File: src/rtl/rv32m_pkg.sv
// Shared RV32M definitions: funct3 encodings, unit state, and sign helper.
// Imported by the multiply/divide unit and its interface.
package rv32m_pkg;

    localparam int unsigned MAX_W = 64;

    localparam logic [2:0] OP_MUL    = 3'b000;
    localparam logic [2:0] OP_MULH   = 3'b001;
    localparam logic [2:0] OP_MULHSU = 3'b010;
    localparam logic [2:0] OP_MULHU  = 3'b011;
    localparam logic [2:0] OP_DIV    = 3'b100;
    localparam logic [2:0] OP_DIVU   = 3'b101;
    localparam logic [2:0] OP_REM    = 3'b110;
    localparam logic [2:0] OP_REMU   = 3'b111;

    typedef enum logic [1:0] {
        ST_IDLE,
        ST_MUL,
        ST_DIV,
        ST_DONE
    } state_t;

    // Two's-complement negate when the caller flags the value as signed-negative.
    // Callers zero-extend into MAX_W and truncate the return back to their width.
    function automatic logic [MAX_W-1:0] abs_if_signed(input logic [MAX_W-1:0] x,
                                                       input logic             neg);
        return neg ? (~x + MAX_W'(1)) : x;
    endfunction

endpackage

File: src/rtl/rv32m_muldiv_if.sv
// Request/response handshake bundle between the EX stage and the mul/div unit.
interface rv32m_muldiv_if #(
    parameter int unsigned WIDTH     = 32,
    parameter int unsigned TAG_WIDTH = 5
);
    logic                 i_valid;
    logic                 o_ready;
    logic [2:0]           i_op;
    logic [WIDTH-1:0]     i_rs1_data;
    logic [WIDTH-1:0]     i_rs2_data;
    logic [TAG_WIDTH-1:0] i_tag;
    logic                 i_flush;
    logic                 o_valid;
    logic                 i_ready;
    logic [WIDTH-1:0]     o_result;
    logic [TAG_WIDTH-1:0] o_tag;

    modport master (
        output i_valid, i_op, i_rs1_data, i_rs2_data, i_tag, i_flush, i_ready,
        input  o_ready, o_valid, o_result, o_tag
    );

    modport slave (
        input  i_valid, i_op, i_rs1_data, i_rs2_data, i_tag, i_flush, i_ready,
        output o_ready, o_valid, o_result, o_tag
    );
endinterface

File: src/rtl/rv32m_div_iter.sv
// Unsigned radix-2 restoring divider: one quotient bit per cycle after start.
// done stays high once WIDTH iterations have completed, until the next start.
module rv32m_div_iter #(
    parameter int unsigned WIDTH = 32
) (
    input  logic             clk,
    input  logic             rst,
    input  logic             start,
    input  logic [WIDTH-1:0] dividend,
    input  logic [WIDTH-1:0] divisor,
    output logic             done,
    output logic [WIDTH-1:0] quotient,
    output logic [WIDTH-1:0] remainder
);
    localparam int unsigned CNT_W = $clog2(WIDTH + 1);

    logic [CNT_W-1:0] cnt;
    logic             active;
    logic [WIDTH-1:0] divisor_q;
    logic [WIDTH:0]   shifted;
    logic [WIDTH:0]   diff;

    // Top bit of diff is the borrow: set means the trial subtraction failed.
    always_comb begin
        shifted = {remainder, quotient[WIDTH-1]};
        diff    = shifted - {1'b0, divisor_q};
        done    = active && (cnt == '0);
    end

    always_ff @(posedge clk) begin
        if (rst) begin
            cnt       <= '0;
            active    <= 1'b0;
            divisor_q <= '0;
            quotient  <= '0;
            remainder <= '0;
        end else if (start) begin
            cnt       <= CNT_W'(WIDTH);
            active    <= 1'b1;
            divisor_q <= divisor;
            quotient  <= dividend;
            remainder <= '0;
        end else if (cnt != '0) begin
            cnt <= cnt - CNT_W'(1);
            if (!diff[WIDTH]) begin
                remainder <= diff[WIDTH-1:0];
                quotient  <= {quotient[WIDTH-2:0], 1'b1};
            end else begin
                remainder <= shifted[WIDTH-1:0];
                quotient  <= {quotient[WIDTH-2:0], 1'b0};
            end
        end
    end
endmodule

File: src/rtl/rv32m_muldiv.sv
// RV32M execute unit: fixed-latency multiply, iterative divide with fast paths,
// single operation in flight, valid/ready on both sides, tag pass-through, flush.
module rv32m_muldiv
    import rv32m_pkg::*;
#(
    parameter int unsigned WIDTH       = 32,
    parameter int unsigned MUL_LATENCY = 2,
    parameter int unsigned TAG_WIDTH   = 5
) (
    input logic         i_clk,
    input logic         i_rst,
    rv32m_muldiv_if.slave bus
);
    localparam int unsigned CNT_W    = (MUL_LATENCY > 2) ? $clog2(MUL_LATENCY - 1) : 1;
    localparam int unsigned MUL_LAST = (MUL_LATENCY > 1) ? MUL_LATENCY - 2 : 0;
    localparam logic [WIDTH-1:0] MOST_NEG = {1'b1, {(WIDTH-1){1'b0}}};

    state_t               state;
    logic [CNT_W-1:0]     cnt;
    logic [2:0]           op_q;
    logic [WIDTH-1:0]     a_q;
    logic [WIDTH-1:0]     b_q;
    logic [TAG_WIDTH-1:0] tag_q;
    logic                 valid_q;
    logic [WIDTH-1:0]     result_q;

    logic             accept, in_signed, in_rem, div_zero, div_ovf, div_special, div_start;
    logic             div_done, sgn_q, rem_q;
    logic [WIDTH-1:0] special_res, dvd_abs, dvs_abs, quo, rem, q_fix, r_fix;

    // Low bits of the 2*WIDTH product are the same for any extension, so MUL
    // shares the MULH/MULHSU extension choice.
    function automatic logic [WIDTH-1:0] mul_fn(input logic [2:0]       op,
                                                input logic [WIDTH-1:0] a,
                                                input logic [WIDTH-1:0] b);
        logic [2*WIDTH-1:0] ae;
        logic [2*WIDTH-1:0] be;
        logic [2*WIDTH-1:0] p;
        ae = {{WIDTH{(op != OP_MULHU) & a[WIDTH-1]}}, a};
        be = {{WIDTH{(op == OP_MULH) & b[WIDTH-1]}}, b};
        p  = ae * be;
        return (op == OP_MUL) ? p[WIDTH-1:0] : p[2*WIDTH-1:WIDTH];
    endfunction

    always_comb begin
        accept      = bus.i_valid && (state == ST_IDLE) && !bus.i_flush;
        in_signed   = (bus.i_op == OP_DIV) || (bus.i_op == OP_REM);
        in_rem      = (bus.i_op == OP_REM) || (bus.i_op == OP_REMU);
        div_zero    = (bus.i_rs2_data == '0);
        div_ovf     = in_signed && (bus.i_rs1_data == MOST_NEG) && (bus.i_rs2_data == '1);
        div_special = div_zero || div_ovf;
        special_res = div_zero ? (in_rem ? bus.i_rs1_data : '1)
                               : (in_rem ? '0 : bus.i_rs1_data);
        div_start   = accept && bus.i_op[2] && !div_special;
        dvd_abs     = WIDTH'(abs_if_signed(MAX_W'(bus.i_rs1_data), in_signed && bus.i_rs1_data[WIDTH-1]));
        dvs_abs     = WIDTH'(abs_if_signed(MAX_W'(bus.i_rs2_data), in_signed && bus.i_rs2_data[WIDTH-1]));
        sgn_q       = (op_q == OP_DIV) || (op_q == OP_REM);
        rem_q       = (op_q == OP_REM) || (op_q == OP_REMU);
        // Quotient negative when signs differ; remainder follows the dividend.
        q_fix       = WIDTH'(abs_if_signed(MAX_W'(quo), sgn_q && (a_q[WIDTH-1] ^ b_q[WIDTH-1])));
        r_fix       = WIDTH'(abs_if_signed(MAX_W'(rem), sgn_q && a_q[WIDTH-1]));
    end

    rv32m_div_iter #(.WIDTH(WIDTH)) u_div (
        .clk       (i_clk),
        .rst       (i_rst),
        .start     (div_start),
        .dividend  (dvd_abs),
        .divisor   (dvs_abs),
        .done      (div_done),
        .quotient  (quo),
        .remainder (rem)
    );

    always_ff @(posedge i_clk) begin
        if (i_rst) begin
            state    <= ST_IDLE;
            cnt      <= '0;
            op_q     <= '0;
            a_q      <= '0;
            b_q      <= '0;
            tag_q    <= '0;
            valid_q  <= 1'b0;
            result_q <= '0;
        end else if (bus.i_flush) begin
            state   <= ST_IDLE;
            valid_q <= 1'b0;
        end else begin
            case (state)
                ST_IDLE: begin
                    if (accept) begin
                        op_q  <= bus.i_op;
                        a_q   <= bus.i_rs1_data;
                        b_q   <= bus.i_rs2_data;
                        tag_q <= bus.i_tag;
                        cnt   <= '0;
                        if (!bus.i_op[2]) begin
                            if (MUL_LATENCY == 1) begin
                                result_q <= mul_fn(bus.i_op, bus.i_rs1_data, bus.i_rs2_data);
                                valid_q  <= 1'b1;
                                state    <= ST_DONE;
                            end else begin
                                state <= ST_MUL;
                            end
                        end else if (div_special) begin
                            result_q <= special_res;
                            valid_q  <= 1'b1;
                            state    <= ST_DONE;
                        end else begin
                            state <= ST_DIV;
                        end
                    end
                end
                ST_MUL: begin
                    if (cnt == CNT_W'(MUL_LAST)) begin
                        result_q <= mul_fn(op_q, a_q, b_q);
                        valid_q  <= 1'b1;
                        state    <= ST_DONE;
                    end else begin
                        cnt <= cnt + CNT_W'(1);
                    end
                end
                ST_DIV: begin
                    if (div_done) begin
                        result_q <= rem_q ? r_fix : q_fix;
                        valid_q  <= 1'b1;
                        state    <= ST_DONE;
                    end
                end
                ST_DONE: begin
                    if (bus.i_ready) begin
                        valid_q <= 1'b0;
                        state   <= ST_IDLE;
                    end
                end
                default: state <= ST_IDLE;
            endcase
        end
    end

    assign bus.o_ready  = (state == ST_IDLE);
    assign bus.o_valid  = valid_q;
    assign bus.o_result = result_q;
    assign bus.o_tag    = tag_q;
endmodule
File: src/flat_wrapper.sv
// flat-port wrapper written by rule: the top's interface ports become plain ports
module rv32m_muldiv_flat import rv32m_pkg::*;
#(
    parameter int unsigned WIDTH       = 32,
    parameter int unsigned MUL_LATENCY = 2,
    parameter int unsigned TAG_WIDTH   = 5
)
  (i_clk, i_rst, bus_i_valid, bus_i_op, bus_i_rs1_data, bus_i_rs2_data, bus_i_tag, bus_i_flush, bus_i_ready, bus_o_ready, bus_o_valid, bus_o_result, bus_o_tag);
  rv32m_muldiv_if #(.WIDTH(WIDTH), .TAG_WIDTH(TAG_WIDTH)) bus_i ();
  input logic i_clk;
  input logic i_rst;
  input wire logic [$bits(bus_i.i_valid)-1:0] bus_i_valid;
  input wire logic [$bits(bus_i.i_op)-1:0] bus_i_op;
  input wire logic [$bits(bus_i.i_rs1_data)-1:0] bus_i_rs1_data;
  input wire logic [$bits(bus_i.i_rs2_data)-1:0] bus_i_rs2_data;
  input wire logic [$bits(bus_i.i_tag)-1:0] bus_i_tag;
  input wire logic [$bits(bus_i.i_flush)-1:0] bus_i_flush;
  input wire logic [$bits(bus_i.i_ready)-1:0] bus_i_ready;
  output wire logic [$bits(bus_i.o_ready)-1:0] bus_o_ready;
  output wire logic [$bits(bus_i.o_valid)-1:0] bus_o_valid;
  output wire logic [$bits(bus_i.o_result)-1:0] bus_o_result;
  output wire logic [$bits(bus_i.o_tag)-1:0] bus_o_tag;
  assign bus_i.i_valid = bus_i_valid;
  assign bus_i.i_op = bus_i_op;
  assign bus_i.i_rs1_data = bus_i_rs1_data;
  assign bus_i.i_rs2_data = bus_i_rs2_data;
  assign bus_i.i_tag = bus_i_tag;
  assign bus_i.i_flush = bus_i_flush;
  assign bus_i.i_ready = bus_i_ready;
  assign bus_o_ready = bus_i.o_ready;
  assign bus_o_valid = bus_i.o_valid;
  assign bus_o_result = bus_i.o_result;
  assign bus_o_tag = bus_i.o_tag;
  rv32m_muldiv #(.WIDTH(WIDTH), .MUL_LATENCY(MUL_LATENCY), .TAG_WIDTH(TAG_WIDTH)) u_core (.i_clk(i_clk), .i_rst(i_rst), .bus(bus_i));
endmodule
File: config.mk
export PLATFORM = sky130hd
export DESIGN_NAME = rv32m_muldiv_flat
export DESIGN_NICKNAME = d
export VERILOG_FILES = /design/src/rtl/rv32m_pkg.sv /design/src/rtl/rv32m_muldiv_if.sv /design/src/rtl/rv32m_div_iter.sv /design/src/rtl/rv32m_muldiv.sv /design/src/flat_wrapper.sv
export SDC_FILE = /design/constraint.sdc
export NUM_CORES = 2
export LEC_CHECK = 0
export CAP_MARGIN = 30
export CORE_ASPECT_RATIO = 1.2
export CORE_MARGIN = 8
export CORE_UTILIZATION = 59
export CTS_CLUSTER_DIAMETER = 50
export DETAILED_ROUTE_END_ITERATION = 10
export PLACE_DENSITY = 0.76
export SYNTH_ARGS = -nofsm -noshare
export SYNTH_HDL_FRONTEND = slang
export SYNTH_SLANG_ARGS = --single-unit
File: constraint.sdc
create_clock -name i_clk -period 12.2 [get_ports i_clk]
set_clock_uncertainty 0.2 [all_clocks]
set_input_delay 3.66 -clock i_clk [delete_from_list [all_inputs] [get_ports i_clk]]
set_output_delay 3.66 -clock i_clk [all_outputs]
set_load 0.005 [all_outputs]
**Yosys cells after proc, flatten, opt, wreduce, memory -nomap -nowiden**

Cells that the tools add are included.

- Add/subtract/negate cells: 7
- $mul: 1
- Eq/ne operators: 19
- Mux-type cells: 38
- Bitwise gates (word level): 8
- Reductions and logical operators: 33

Operators by type and width:

| kind | count |
|---|---|
| $mux 32 | 17 |
| $add 32x1->32 const B | 4 |
| $not 32->32 | 4 |
| $pmux 32 s3 | 1 |
| $eq 32x32->1 const B | 2 |
| $mul 33x33->64 | 1 |
| $sub 33x32->33 | 1 |
| $logic_not 32->1 | 1 |
| $eq 3x3->1 const B | 6 |
| $mux 6 | 2 |
| $logic_and 1x1->1 | 11 |
| $mux 1 | 10 |
| $mux 2 | 5 |
| $pmux 2 s4 | 1 |
| $reduce_and 7->1 | 1 |
| $logic_not 6->1 | 1 |
| $ne 2x1->1 const B | 3 |
| $ne 2x2->1 const B | 3 |
| $reduce_and 3->1 | 2 |
| $reduce_and 6->1 | 1 |
| $reduce_bool 6->1 | 1 |
| $sub 6x1->6 const B | 1 |
| $logic_or 1x1->1 | 5 |
| $eq 2x2->1 const B | 2 |
| 16 further kinds | 20 |

- Bits in registers: 211
- Input port bits: 77
- Output and inout port bits: 39
- Logic and storage cells: 120

**Logic depth before layout (Yosys ltp)**

- Depth in word-level cells: 9
- Depth in mapped cells: 31
- Depth with buffers taken out: 29

**By module**

Synthesis repeated with hierarchy kept, for this count alone.

- Cells, all modules: 6191
- Area total of the unflattened synthesis: 52038.7 um2

By module, submodules not included:

| module | times used | cells each | area each (um2) |
|---|---|---|---|
| rv32m_muldiv | 1 | 5378 | 45872.7 |
| rv32m_div_iter | 1 | 813 | 6165.9 |

**Worst setup path after synthesis**

OpenSTA, ideal clock, no wires.

- Path type: reg-to-reg
- From: register u_core.op_q[2]
- To: register u_core.result_q[31], in the netlist u_core.bus.o_result[31]
- Setup time: 122 ps
- Arrival time: 8013 ps
- Required time: 11878 ps
- Path slack: 3864 ps
- Cell stages (with the launch flop): 28
- Clock period less this slack: 8336 ps
- Path through: dfxtp_1 > clkbuf_1 > o21a_1 > clkbuf_1 > nand2_1 > inv_1 > fa_1 > fa_1 > fa_1 > inv_1 > fa_1 > fa_1 > fa_1 > fa_1 > fa_1 > inv_1 > ha_1 > clkbuf_1 > a21o_1 > a21o_1 > a21oi_1 > nand2_1 > a21oi_1 > o21ai_1 > o41a_1 > a2111o_1 > a21oi_1 > o21ai_0

- Word-level cells in the longest chain between the ends: 7
- Elaborated cells on any way between the ends: 20
- Classes of those cells: mul (1); eq/ne (5); mux (7); bitwise (2); reduce/logical (5)

Ends and longest elaborated chain:

| what | line | text |
|---|---|---|
| start, declared | rv32m_muldiv.sv:20 | `logic [2:0] op_q;` |
| start signal, assigned | rv32m_muldiv.sv:92 | `op_q <= bus.i_op;` |
| parallel branches: the longest is 6 deep, another holds $mul 33x33->64 | n/a |  |
| $pmux 32 s3 * | rv32m_muldiv.sv:89 | `case (state)` |
| end signal, assigned | rv32m_muldiv.sv:99 | `result_q <= mul_fn(bus.i_op, bus.i_rs1_data, bus.i_rs2_data);` |
| end signal, assigned | rv32m_muldiv.sv:106 | `result_q <= special_res;` |
| end signal, assigned | rv32m_muldiv.sv:125 | `result_q <= rem_q ? r_fix : q_fix;` |
| end, declared | rv32m_muldiv.sv:25 | `logic [WIDTH-1:0] result_q;` |

Every way passes the cells marked *. The select of a mux whose other input is x is not followed.
A chain may end at the register's enable or synchronous reset.

**Final worst setup path**

- From: register u_core.op_q[2]
- To: register u_core.result_q[26], in the netlist u_core.bus.o_result[26]

Same word-level chain as after synthesis.

==> out/metrics.csv <==
metric,value,unit
top flip-flop cell by instance count after synthesis,sky130_fd_sc_hd__dfxtp_1,
Die W,286.2,um
switching share of power,46.91,%
number of fill cells,7434,
clock-pin slew on the worst setup and hold paths,0.06,ns
via/cell ratio,5.915,
number of core rows,119,
outcome,"finished, final reports clean",
total power divided by cell area,77.69,nW/um^2
chip height,340.2,um
worst ir drop on vdd,176.5,uV
Final TNS setup,0,ns
largest cells by area after synthesis,"sky130_fd_sc_hd__fa_1 (44%), sky130_fd_sc_hd__inv_1 (8.8%), sky130_fd_sc_hd__dfxtp_1 (8.1%)",
antenna violations before repair,6,
worst hold stages,2,
H-tree levels,2,
worst setup slack before clock tree synthesis,2.887,ns
"flops & latches, synth",210,
startpoint of the most critical register-to-register path,u_core.op_q[2],
DR iter-0 viols,3633,
critical setup path kind,flip-flop to flip-flop,
Initial Util,59.23,%
number of buffers inserted by hold repair at cts,0,
via count,42530,
R2R Path End,u_core.bus.o_result[26],
library cells used by synthesis,78,
switching power of the nets,2.007,mW
"buffers from clock root to sink, at most",3,
total clock buffers created by CTS,37,
hold slack,0.2538,ns
global-route congestion overflow total,0,
number of search-and-repair iterations in the first detailed-routing pass,9,
power share of the combinational group,52.1,%
proportion of layout cells with a drive suffix above 1,3.428,%
Worst Hold End,u_core.bus.o_tag[3],
Worst Path Required,12.41,ns
Worst Path Arrival,9.77,ns
minimum period implied by the final worst setup slack,9.562,ns
Reg2Reg Depth,28,
buffer count from post-CTS setup fixing,0,
final number of max-transition violations,0,
nature of the critical path endpoint,flip-flop,
worst min-delay path category,flip-flop to flip-flop,
worst path setup slack after routing,2.638,ns
synthesis warning total,0,
Netlist Area Pre-Place,51680,sq um
Synth async-reset ratio,0,%
DRC violation count after routing,0,
cell with the largest stage delay on the worst path,sky130_fd_sc_hd__fa_1,
maximum clock frequency,0.1046,GHz
most frequent cells after synthesis,"sky130_fd_sc_hd__inv_1 (1207), sky130_fd_sc_hd__fa_1 (1126), sky130_fd_sc_hd__nand2_1 (1082), sky130_fd_sc_hd__clkbuf_1 (352), sky130_fd_sc_hd__and2_1 (335)",
area growth from synthesis to layout,6.561,%
post-route ant nets,0,
Post-Synthesis Net Count,7587,
number of placed I/O pins,116,
number of violations of the max-capacitance limit,0,
Min-Delay Startpoint,u_core.bus.o_tag[3],
portion of the post-synthesis area used by sequential elements,8.135,%
aggregate routed wire length,154.5,mm
Core Box Area,87250,sq um
"EDFF count, synth",0,
maximum cell stage delay along the critical path,0.86,ns
part of the total power dissipated in sequential elements,21.2,%
hold violation total from the final report,0,
post-DP HPWL,124.7,mm
TritonCTS sink count,210,
"Max FO, Critical Path",32,
transition at the pin with the smallest max-transition slack,1.090,ns
leakage dissipation,23.97,nW
post-synthesis cell type with the largest combined area,sky130_fd_sc_hd__fa_1,
startpoint type of the worst setup path,flip-flop,
share of the synthesized area in the top cell type,43.62,%
port buffer count,115,
TritonCTS clock tree,done,
vias in the first global route,45820,
most instantiated library cell after synthesis,sky130_fd_sc_hd__inv_1,
floorplan die area,97360,sq um
average cell area after synthesis,8.432,sq um
routed wire length per instance,21.49,um
Worst-Skew Late Latency,0.57,ns
final net count,7468,
maximum number of pins on one net before global-route repair,73,
wire length of the first global-routing pass,247.9,mm
overall fraction of global-route tracks in use,32.23,%
Clk Tree Root Cell,sky130_fd_sc_hd__clkbuf_16,
setup violators final,0,
setup repair after global routing missed its margin,no,
worst rel slew slack,27.30,%
gp weighted congestion,0.9858,
quantity of gates resized following cts,0,
Worst R2R Setup Slack,2.64,ns
Clock power frac,26.7,%
Syn Inst Count,6129,
Power Internal,2.271,mW
share of the clock period used by the worst path after layout,78.38,%
-- flip-flops by register name, indices dropped and copies added (netlist names) --
register / count
u_core.u_div.cnt: 6
u_core.op_q: 3
u_core.bus.o_result: 32
u_core.u_div.remainder: 32
u_core.state: 2
u_core.a_q: 32
u_core.u_div.quotient: 32
u_core.b_q: 32
u_core.bus.o_valid: 1
u_core.bus.o_tag: 5
u_core.u_div.divisor_q: 32
u_core.u_div.active: 1
-- how the worst max path moves through the flow --
stage | end | from | slack, ns
after floorplan | u_core.bus.o_result[31] | u_core.op_q[2] | 3.86
after global placement | u_core.bus.o_result[26] | u_core.op_q[2] | 3.05
after detailed placement | u_core.bus.o_result[26] | u_core.op_q[2] | 2.89
after CTS | u_core.bus.o_result[26] | u_core.op_q[2] | 2.89
after global routing | u_core.bus.o_result[26] | u_core.op_q[2] | 2.23
final | u_core.bus.o_result[26] | u_core.op_q[2] | 2.64
-- critical path, delay by kind of cell (launching register included) --
| kind | cells | cell delay [ns] |
|---|---|---|
| AOI/OAI and AO/OA | 6 | 1.35 |
| buffers and inverters | 9 | 1.57 |
| and+or+nand+nor | 3 | 0.58 |
| xor gates and xnor gates | 1 | 0.48 |
| DFF | 1 | 0.50 |
| adders and majority gates | 9 | 4.69 |
-- cell type report --
type / instances / area (sq um) / area share [%]
antenna: 1 / 2.502 / 0.004544
inverter: 1208 / 4534 / 8.234
clock buffer: 39 / 953.4 / 1.731
tap: 1149 / 1438 / 2.611
sequential: 210 / 4210 / 7.645
timing repair buffer: 209 / 1946 / 3.533
multi-input combinational: 4344 / 41600 / 75.54
clock inverter: 29 / 385.4 / 0.6998
-- stage by stage --
stage / area (sq um) / utilization, % / cells / power (mW)
global placement: 53600 / 61.43 / 7115 / 3.059
detailed placement: 53670 / 61.52 / 7118 / 3.094
floorplan: 51680 / - / 6129 / 2.444
CTS: 55010 / 63.05 / 7186 / 4.249
global route: 55070 / 63.11 / 7188 / 4.555
finish: 55070 / 63.12 / 7189 / 4.278
-- placed cells by master (no fill, tap or decap), types with 51 or more instances in the layout --
| cell | netlist | layout |
|---|---|---|
| sky130_fd_sc_hd__inv_1 | 1207 | 1207 |
| sky130_fd_sc_hd__fa_1 | 1126 | 1126 |
| sky130_fd_sc_hd__nand2_1 | 1082 | 1082 |
| sky130_fd_sc_hd__and2_1 | 335 | 335 |
| sky130_fd_sc_hd__a21oi_1 | 293 | 292 |
| sky130_fd_sc_hd__ha_1 | 255 | 255 |
| sky130_fd_sc_hd__nor2_1 | 249 | 247 |
| sky130_fd_sc_hd__dfxtp_1 | 210 | 205 |
| sky130_fd_sc_hd__o21ai_0 | 170 | 170 |
| sky130_fd_sc_hd__xnor2_1 | 118 | 118 |
| sky130_fd_sc_hd__clkdlybuf4s50_1 | 0 | 114 |
| sky130_fd_sc_hd__buf_4 | 0 | 89 |
| sky130_fd_sc_hd__xor2_1 | 87 | 87 |
| sky130_fd_sc_hd__a211oi_1 | 51 | 51 |
-- power groups by stage --
stage | Clock [mW] | Combinational, mW | Sequential [mW]
final | 1.14 | 2.23 | 0.908
after global routing | 1.18 | 2.46 | 0.917
after CTS | 1.15 | 2.20 | 0.901
after detailed placement | 0 | 2.18 | 0.915
after global placement | 0 | 2.15 | 0.912
after floorplan | 0 | 1.59 | 0.855
-- metal layers --
metal  track usage, %  up-vias  wire length (um)
met5                0        -                 9
met4            20.36        2             11850
met3            5.603      636             11820
met2            54.37     2059             75470
met1            37.99    21380             55330
li1                 -    18450                 -
-- cell families after synthesis --
logic type                 share of synthesized area (%)
buffers and inverters                              11.47
xor gates and xnor gates                           3.506
adders and majority gates                          49.79
DFF                                                8.135
and+or+nand+nor                                    16.89
muxes                                             0.1792
AOI/OAI and AO/OA                                  10.02
(Power assumes the default switching activity.)
